`src/rtl/tick_period_monitor.sv`:
```
// Half-period checker for a toggling divider output: measures clk cycles between
// edges, flags out-of-tolerance periods, tracks lock and detects a stuck input.
module tick_period_monitor #(
  parameter int CNT_W       = 16,
  parameter int EXPECT_HALF = 6000,
  parameter int TOL         = 4,
  parameter int LOCK_COUNT  = 3
) (
  input  logic             clk,
  input  logic             reset,
  input  logic             sig_in,
  output logic [CNT_W-1:0] half_period,
  output logic             period_valid,
  output logic             in_range,
  output logic             locked,
  output logic             timeout
);

  localparam int HI_LIM = EXPECT_HALF + TOL;
  localparam int LO_LIM = (EXPECT_HALF > TOL) ? (EXPECT_HALF - TOL) : 0;
  localparam int RUN_W  = (LOCK_COUNT < 1) ? 1 : $clog2(LOCK_COUNT + 1);

  localparam logic [CNT_W:0]   HI_W    = (CNT_W + 1)'(HI_LIM);
  localparam logic [CNT_W:0]   LO_W    = (CNT_W + 1)'(LO_LIM);
  localparam logic [CNT_W-1:0] HI_C    = CNT_W'(HI_LIM);
  localparam logic [CNT_W-1:0] SAT_C   = CNT_W'(HI_LIM + 1);
  localparam logic [RUN_W-1:0] LOCK_C  = RUN_W'(LOCK_COUNT);

  localparam logic [0:0] SEARCH = 1'b0;
  localparam logic [0:0] TRACK  = 1'b1;

  logic             sig_d;
  logic [CNT_W-1:0] cnt;
  logic [RUN_W-1:0] run;
  logic [0:0]       state;

  logic             edge_det;
  logic [CNT_W:0]   cnt_ext;
  logic             meas_ok;
  logic [RUN_W-1:0] run_inc;

  always_comb begin
    edge_det = sig_in ^ sig_d;
    cnt_ext  = {1'b0, cnt};
    meas_ok  = (cnt_ext >= LO_W) && (cnt_ext <= HI_W);
    run_inc  = (run == LOCK_C) ? run : run + 1'b1;
  end

  always_ff @(posedge clk) begin
    if (reset) begin
      // Track the input during reset so release never looks like an edge.
      sig_d        <= sig_in;
      cnt          <= '0;
      run          <= '0;
      state        <= SEARCH;
      half_period  <= '0;
      period_valid <= 1'b0;
      in_range     <= 1'b0;
      locked       <= 1'b0;
      timeout      <= 1'b0;
    end else begin
      sig_d        <= sig_in;
      period_valid <= 1'b0;

      if (edge_det) begin
        cnt <= CNT_W'(1);
      end else if (cnt != SAT_C) begin
        cnt <= cnt + 1'b1;
      end

      if (state == SEARCH) begin
        if (edge_det) begin
          state   <= TRACK;
          timeout <= 1'b0;
        end
      end else begin
        if (edge_det) begin
          half_period  <= cnt;
          period_valid <= 1'b1;
          in_range     <= meas_ok;
          if (meas_ok) begin
            run    <= run_inc;
            locked <= (run_inc == LOCK_C);
          end else begin
            run    <= '0;
            locked <= 1'b0;
          end
        end else if (cnt == HI_C) begin
          // Stuck input: drop lock and re-arm on the next edge.
          timeout <= 1'b1;
          locked  <= 1'b0;
          run     <= '0;
          state   <= SEARCH;
        end
      end
    end
  end

endmodule

```
`config.mk`:
```
export PLATFORM = sky130hd
export DESIGN_NAME = tick_period_monitor
export DESIGN_NICKNAME = d
export VERILOG_FILES = /design/src/rtl/tick_period_monitor.sv
export SDC_FILE = /design/constraint.sdc
export NUM_CORES = 1
export LEC_CHECK = 0
export BUFFER_PORTS_ARGS = -buffer_cell sky130_fd_sc_hd__buf_2
export CAP_MARGIN = 40
export CELL_PAD_IN_SITES_DETAIL_PLACEMENT = 1
export CELL_PAD_IN_SITES_GLOBAL_PLACEMENT = 1
export CORE_ASPECT_RATIO = 0.9
export CORE_UTILIZATION = 40
export CTS_CLUSTER_SIZE = 24
export DETAILED_ROUTE_END_ITERATION = 7
export GPL_ROUTABILITY_DRIVEN = 0
export HOLD_SLACK_MARGIN = 0.03
export PLACE_DENSITY_LB_ADDON = 0.1
export SLEW_MARGIN = 20
export SYNTH_ARGS = -nofsm -noshare
export SYNTH_HDL_FRONTEND = slang
export SYNTH_SLANG_ARGS = --single-unit
```
`constraint.sdc`:
```
create_clock -name clk -period 5.49 [get_ports clk]
set_clock_uncertainty 0.05 [all_clocks]
set_input_delay 0.549 -clock clk [delete_from_list [all_inputs] [get_ports clk]]
set_output_delay 0.549 -clock clk [all_outputs]
set_load 0.01 [all_outputs]
```
==> impl_summary.txt, run 1 <==
----------------------------------------------------
[Route]
  Post-detailed-route DRC marker count ... 0
  Average wire length per cell after detail routing ... 14.26 um
  Aggregate routed wire length ... 3594 um
  DR iter-0 viols ... 50
  Remaining antenna violation count ... 0
  Drt first pass iters ... 4
  DR vias ... 1334
  Drt via density ... 5.294

[Power and ir drop]
  Worst vdd rail ir drop ... 0.1473 mV
  Leak pwr ... 0.7979 nW
  Overall power consumption ... 528.1 uW
  Power density over the cells ... 268.5 nW/um^2

[Yosys]
  Unique cell type count in the Yosys netlist ... 35
  Combined area of all synthesized cells ... 1737 um^2
  Cell accounting for the most synthesized area ... sky130_fd_sc_hd__dfxtp_1
  Cells after synthesis ... 184
  Most common flop cell mapped by yosys ... sky130_fd_sc_hd__dfxtp_1
  Count of yosys warnings during synthesis ... 0
  Synth top area share ... 46.11%
  Count of flip-flops with a built-in enable after synthesis ... 0
  Top cells by instance count after synthesis ... 40 x sky130_fd_sc_hd__dfxtp_1, 37 x sky130_fd_sc_hd__nor2_1, 19 x sky130_fd_sc_hd__mux2i_1, 9 x sky130_fd_sc_hd__nand2_1
  Portion of the post-synthesis area used by sequential elements ... 46.11%
  Ys async rst share ... 0%
  Library cell with the highest instance count after synthesis ... sky130_fd_sc_hd__dfxtp_1
  Register bit count reported by yosys ... 40
  Leading post-synthesis cells by cell area ... sky130_fd_sc_hd__dfxtp_1 46%, sky130_fd_sc_hd__mux2i_1 11%, sky130_fd_sc_hd__nor2_1 8.0%
  Net count after synthesis ... 191
  Average size of a mapped cell ... 9.438 um^2

[STA]
  Setup repair after global routing missed its margin ... no
  Setup-violating endpoint count in the final report ... 0
  Final hold violation count ... 0
  Number of slew-limit violations in the final report ... 0
  Measured slew at the worst slew-check pin ... 0.5199 ns
  Sum of negative setup slack ... 0 ns
  Hold WS ... 0.3314 ns
  Worst slew margin relative to its limit ... 65.26%
  Fmax ... 0.4995 GHz
  Shortest period the worst path allows ... 2.002 ns
  Post-route clock period utilization ... 36.47%

[Hold path]
  Classification of the worst-slack hold path ... in2reg

[Clock network]
  Clock latency reported for the late side of the worst-skew pair ... 0.29 ns
  Cts hold-fix bufs ... 0
  Number of CTS-inserted buffers ... 5
  CTS HTree Levels ... 2
  TritonCTS clock tree ... yes
  PostCTS Resize Cnt ... 0
  Buffer type at the clock tree root ... sky130_fd_sc_hd__clkbuf_8
  CTS max path bufs ... 2
  Post-CTS Repair Setup Buffers ... 0
  Reg clk slew, reported paths ... 0.07 ns
  Number of sinks driven by the clock tree ... 40

[Critical path]
  R2r worst-path depth ... 5
  Data required time at the worst endpoint ... 5.60 ns
  Arrival time at the worst endpoint ... 2.11 ns
  Kind of start point of the critical path ... input pin
  Critical R2R Capture ... half_period[14]
  Worst setup path endpoint ... half_period[14]
  Category of the worst setup path capture point ... flip-flop
  Worst r2r src ... sig_d
  Launching element of the worst setup path ... sig_in
  Cells along the critical path ... buf_2, xor2_1, ha_1, buf_8, mux2i_1, nor2_1
  Cell with the biggest individual delay on the critical path ... sky130_fd_sc_hd__ha_1
  Setup Crit Path Kind ... in2reg
  Largest incremental delay on the critical path ... 0.58 ns
  Register-to-register setup slack ... 3.51 ns
  Worst-path fanout max ... 10

[Cells and area]
  Fillers ... 492
  Share of layout cells above drive strength 1 ... 17.16%
  Layout overhead on the synthesized area ... 13.26%
  # diodes ... 0
  Nets@finish ... 210
  Area used by multi-input combinational logic ... 872.1 um^2
  Sequential standard cell area ... 800.8 um^2

[GRT]
  Antenna violations before repair ... 0
  Total congestion overflow after global routing ... 0
  Global-route wire length before repair ... 6299 um
  Number of global-route vias before repair ... 1348
  Total GRT Usage ... 17.64%
  Maximum number of pins on one net before global-route repair ... 24

[Place]
  Port Buffer Count ... 22
  Placed wire-length estimate ... 2598 um

[Floorplanning]
  Core Rows ... 22
  Initial standard-cell utilization of the core ... 42.06%
  Die H ... 64.51 um
  Die area ... 4610 um^2
  Num ports ... 23
  DIE WIDTH ... 71.46 um
  Area of the placeable core ... 4129 um^2

[Status]
  Run status ... complete, no violations

[Flow run]
  Max cap viols ... 0

----------------------------------------------------
==> power by group <==
part	leakage, nW	internal, mW	switching (mW)
Combinational	0.429	0.0129	0.0200
Sequential	0.324	0.294	0.00376
Clock	0.0455	0.102	0.0952
==> per-layer routing <==
layer / up-vias / share of wire (%) / track usage, %
li1: 663 / - / -
met1: 647 / 49 / 21.88
met2: 18 / 47 / 29.88
met3: 6 / 3.2 / 4.199
met4: 0 / 1.2 / 6.373
met5: - / 0 / 0
==> worst min path at each step <==
| stage | slack [ns] | end | startpoint | cells past startpoint |
|---|---|---|---|---|
| global placement | 0.41 | run[1] | run[0] | 2 |
| global route | 0.32 | sig_d | sig_in | 1 |
| finish | 0.33 | sig_d | sig_in | 1 |
| detailed placement | 0.43 | half_period[4] | half_period[4] | 2 |
| CTS | 0.32 | sig_d | sig_in | 1 |
| floorplan | 0.40 | run[1] | run[0] | 2 |
==> through the flow <==
stage	util (%)	cells	area (um^2)	setup WS, ns
after floorplan	-	184	1737	3.344
after global placement	45.09	243	1862	3.068
after detailed placement	45.45	244	1877	3.203
after CTS	47.64	252	1967	3.493
after global routing	47.64	252	1967	3.358
final	47.64	252	1967	3.488
==> worst max-delay path, delay by kind of cell <==
| kind | cells | cell delay (ns) |
|---|---|---|
| adders and majority gates | 1 | 0.58 |
| xor gates and xnor gates | 1 | 0.38 |
| buffers and inverters | 2 | 0.34 |
| muxes | 1 | 0.20 |
| and+or+nand+nor | 1 | 0.06 |
==> flip-flops by register name, summed over array words and instances (netlist names) <==
name and cells:
half_period 16, run 2, locked 1, cnt 16
sig_d 1, period_valid 1, in_range 1, state 1
timeout 1
==> final cells by class <==
class	count	share of cell area [%]
clock buffer	8	4.580
inverter	5	0.9542
multi-input combinational	128	44.34
sequential	40	40.71
tap	48	3.053
timing repair buffer	23	6.361
==> logic make-up after synthesis <==
kind of cell	synth area share (%)
buffers and inverters	3.674
AO/OA/AOI/OAI	6.557
AND/OR/NAND/NOR	22.77
flip-flops	46.11
XOR/XNOR	7.061
multiplexers	10.95
adder cells (fa/ha/maj)	2.882
==> cell usage in the layout (no fill, tap or decap), types with 2 or more instances in the layout <==
| cell | synthesis | layout |
|---|---|---|
| sky130_fd_sc_hd__a21oi_1 | 4 | 4 |
| sky130_fd_sc_hd__a32oi_1 | 3 | 3 |
| sky130_fd_sc_hd__and3_1 | 5 | 5 |
| sky130_fd_sc_hd__and4_1 | 3 | 3 |
| sky130_fd_sc_hd__buf_2 | 3 | 22 |
| sky130_fd_sc_hd__clkbuf_1 | 7 | 2 |
| sky130_fd_sc_hd__clkbuf_8 | 0 | 6 |
| sky130_fd_sc_hd__dfxtp_1 | 40 | 40 |
| sky130_fd_sc_hd__ha_1 | 4 | 4 |
| sky130_fd_sc_hd__inv_1 | 5 | 5 |
| sky130_fd_sc_hd__mux2i_1 | 19 | 19 |
| sky130_fd_sc_hd__nand2_1 | 9 | 9 |
| sky130_fd_sc_hd__nand2b_1 | 2 | 2 |
| sky130_fd_sc_hd__nand3_1 | 8 | 8 |
| sky130_fd_sc_hd__nor2_1 | 37 | 37 |
| sky130_fd_sc_hd__nor3_1 | 3 | 3 |
| sky130_fd_sc_hd__xnor2_1 | 8 | 8 |
| sky130_fd_sc_hd__xor2_1 | 6 | 6 |
(Power assumes the default switching activity.)
==> run 2: changes to the inputs <==
CORE_UTILIZATION = 39   (was 40)
clock period = 1.7 ns   (was 5.49 ns; I/O delays follow)
==> impl_summary.txt, run 2 (same netlist as run 1, synthesis figures left out) <==
----------------------------------------------------
[Status]
  Run status ... complete, no violations (unchanged)

[Clock network]
  CTS max path bufs ... 2 (unchanged)
  CTS HTree Levels ... 2 (unchanged)
  Number of CTS-inserted buffers ... 5 (unchanged)
  Number of sinks driven by the clock tree ... 40 (unchanged)
  Reg clk slew, reported paths ... 0.08 ns (was 0.07 ns)
  Buffer type at the clock tree root ... sky130_fd_sc_hd__clkbuf_8 (unchanged)
  TritonCTS clock tree ... yes (unchanged)
  Clock latency reported for the late side of the worst-skew pair ... 0.29 ns (about the same)

[STA]
  Worst slew margin relative to its limit ... 74.66% (was 65.26%)
  Final hold violation count ... 0 (unchanged)
  Measured slew at the worst slew-check pin ... 0.3772 ns (was 0.5199 ns)
  Shortest period the worst path allows ... 1.620 ns
  Fmax ... 0.6173 GHz
  Setup-violating endpoint count in the final report ... 0 (unchanged)
  Sum of negative setup slack ... 0 ns (unchanged)
  Post-route clock period utilization ... 95.29%
  Number of slew-limit violations in the final report ... 0 (unchanged)

[Cells and area]
  Most frequent cells in the layout ... 37 x sky130_fd_sc_hd__nor2_1, 28 x sky130_fd_sc_hd__dfxtp_1, 22 x sky130_fd_sc_hd__buf_2 (was 40 x sky130_fd_sc_hd__dfxtp_1, 37 x sky130_fd_sc_hd__nor2_1, 22 x sky130_fd_sc_hd__buf_2)
  Finished Layout Cells ... 286 (was 252)
  Registers with the highest flip-flop counts ... cnt: 16 flops, half_period: 16 flops, run: 2 flops (unchanged)
  Util after Layout ... 53.71% (was 47.64%)
  Nets@finish ... 232 (was 210)
  # diodes ... 0 (unchanged)
  Sequential standard cell area ... 823.3 um^2 (was 800.8 um^2)
  Area used by multi-input combinational logic ... 939.7 um^2 (was 872.1 um^2)
  Layout overhead on the synthesized area ... 29.40% (was 13.26%)
  Share of layout cells above drive strength 1 ... 34.96% (was 17.16%)
  Fillers ... 504 (was 492)
  Most frequent standard cell in the layout excluding fill and tap cells ... sky130_fd_sc_hd__nor2_1 (was sky130_fd_sc_hd__dfxtp_1)

[Floorplanning]
  Initial standard-cell utilization of the core ... 41.51% (was 42.06%)
  Die area ... 4724 um^2 (was 4610 um^2)
  Core Rows ... 22 (unchanged)
  Num ports ... 23 (unchanged)
  Area of the placeable core ... 4184 um^2 (was 4129 um^2)
  Die H ... 65.31 um (was 64.51 um)
  DIE WIDTH ... 72.34 um (was 71.46 um)

[Critical path]
  Worst r2r src ... cnt[7] (was sig_d)
  Crit path buf inv count ... 0 (was 2)
  Arrival time at the worst endpoint ... 1.80 ns (was 2.11 ns)
  Setup Crit Path Kind ... reg2reg (was in2reg)
  Critical R2R Capture ... locked (was half_period[14])
  Kind of cell adding the most delay to the critical path ... simple AND/OR/NAND/NOR gates (was adder cells)
  Cells along the critical path ... a211oi_1, or4_4, a32oi_4, a32oi_1, nor2_1 (was buf_2, xor2_1, ha_1, buf_8, mux2i_1, nor2_1)
  Cell with the biggest individual delay on the critical path ... sky130_fd_sc_hd__or4_4 (was sky130_fd_sc_hd__ha_1)
  Data required time at the worst endpoint ... 1.88 ns (was 5.60 ns)
  Category of the worst setup path capture point ... flip-flop (unchanged)
  Register-to-register setup slack ... 0.08 ns (was 3.51 ns)
  Worst-path fanout max ... 6 (was 10)
  Kind of start point of the critical path ... flip-flop (was input pin)
  Largest incremental delay on the critical path ... 0.54 ns (was 0.58 ns)
  R2r worst-path depth ... 5 (unchanged)

[GRT]
  Maximum number of pins on one net before global-route repair ... 23 (was 24)
  Antenna violations before repair ... 0 (unchanged)
  Total congestion overflow after global routing ... 0 (unchanged)
  Total GRT Usage ... 19.77% (was 17.64%)
  Global-route wire length before repair ... 7113 um (was 6299 um)
  Number of global-route vias before repair ... 1515 (was 1348)

[Place]
  Port Buffer Count ... 22 (unchanged)
  Cell count after placement ... 276 (was 244)
  Placed wire-length estimate ... 2955 um (was 2598 um)

[Power and ir drop]
  Power density over the cells ... 775.6 nW/um^2 (was 268.5 nW/um^2)
  Worst vdd rail ir drop ... 0.6024 mV (was 0.1473 mV)
  Leak pwr ... 0.9492 nW (was 0.7979 nW)

[Hold path]
  Min-Delay Path Depth ... 4 (was 1)
  Hold EP ... cnt[2] (was sig_d)
  Classification of the worst-slack hold path ... in2reg (unchanged)
  Hold Crit Start ... reset (was sig_in)

[Route]
  Drt first pass iters ... 4 (unchanged)
  DR iter-0 viols ... 58 (was 50)
  DR vias ... 1426 (was 1334)
  Drt via density ... 4.986 (was 5.294)
  Post-detailed-route DRC marker count ... 0 (unchanged)
  Average wire length per cell after detail routing ... 14.26 um (about the same)
  Aggregate routed wire length ... 4077 um (was 3594 um)
  Remaining antenna violation count ... 0 (unchanged)

[Flow run]
  Max cap viols ... 0 (unchanged)

----------------------------------------------------
-- run 2: changes by cell type in the layout (fill, tap and decap cells not counted), sizes merged --
cell	delta
clkbuf	-2
buf	+21
dlygate4sd3	+1
clkinv	+2
-- run 2: stage by stage --
stage	instance area [um^2]	setup slack (ns)	total power, mW	hold WS [ns]
6_report	2247	0.08010	1.743	0.2218
5_1_grt	2247	-0.01067	1.824	0.2483
4_1_cts	2155	0.02094	1.761	0.2061
3_5_place_dp	2047	-0.07150	1.113	0.2523
3_3_place_gp	2047	0.02013	1.105	0.2474
2_1_floorplan	1740	0.04037	1.057	0.1477
-- run 2: worst reg2reg max path, cell delays in order, from the launching register on --
cell and delay, ns:
sky130_fd_sc_hd__dfxtp_2 0.41, sky130_fd_sc_hd__a211oi_1 0.08, sky130_fd_sc_hd__or4_4 0.54, sky130_fd_sc_hd__a32oi_4 0.25, sky130_fd_sc_hd__a32oi_1 0.14, sky130_fd_sc_hd__nor2_1 0.09
-- run 2: final cells by class --
cell class,instances,area share [%]
Tap cell,60,3.341
Multi-Input combinational cell,128,41.82
Timing Repair Buffer,45,13.25
Clock inverter,2,0.4454
Inverter,5,0.8352
Clock buffer,6,3.675
Sequential cell,40,36.64
-- run 2: what timing repair did --
action                     4_1_cts  5_1_grt
hold buffers                     1        0
setup endpoints to repair        7        9
hold endpoints to repair         1        0
pin swaps                        0        4
resized for setup                5       24
buffers inserted                 0        1
-- run 2: worst max-delay path by stage --
stage | start | endpoint | depth (start not counted)
3_5_place_dp | cnt[0] | timeout | 7
2_1_floorplan | sig_d | half_period[5] | 6
3_3_place_gp | cnt[2] | run[0] | 5
5_1_grt | cnt[2] | in_range | 5
4_1_cts | cnt[0] | timeout | 7
6_report | cnt[7] | locked | 5
-- run 2: report_power, final --
part | internal [mW] | switching, mW | total, mW
Sequential | 0.946 | 0.0114 | 0.957
Clock | 0.324 | 0.320 | 0.643
Combinational | 0.0654 | 0.0769 | 0.142
-- run 2: metal layers --
| layer | track usage [%] | share of wire, % | vias up |
|---|---|---|---|
| met5 | 0 | 0 | - |
| met4 | 6.618 | 1.5 | 0 |
| met3 | 4.755 | 2.9 | 9 |
| met2 | 33.64 | 48 | 21 |
| met1 | 24.43 | 47 | 689 |
| li1 | - | - | 707 |
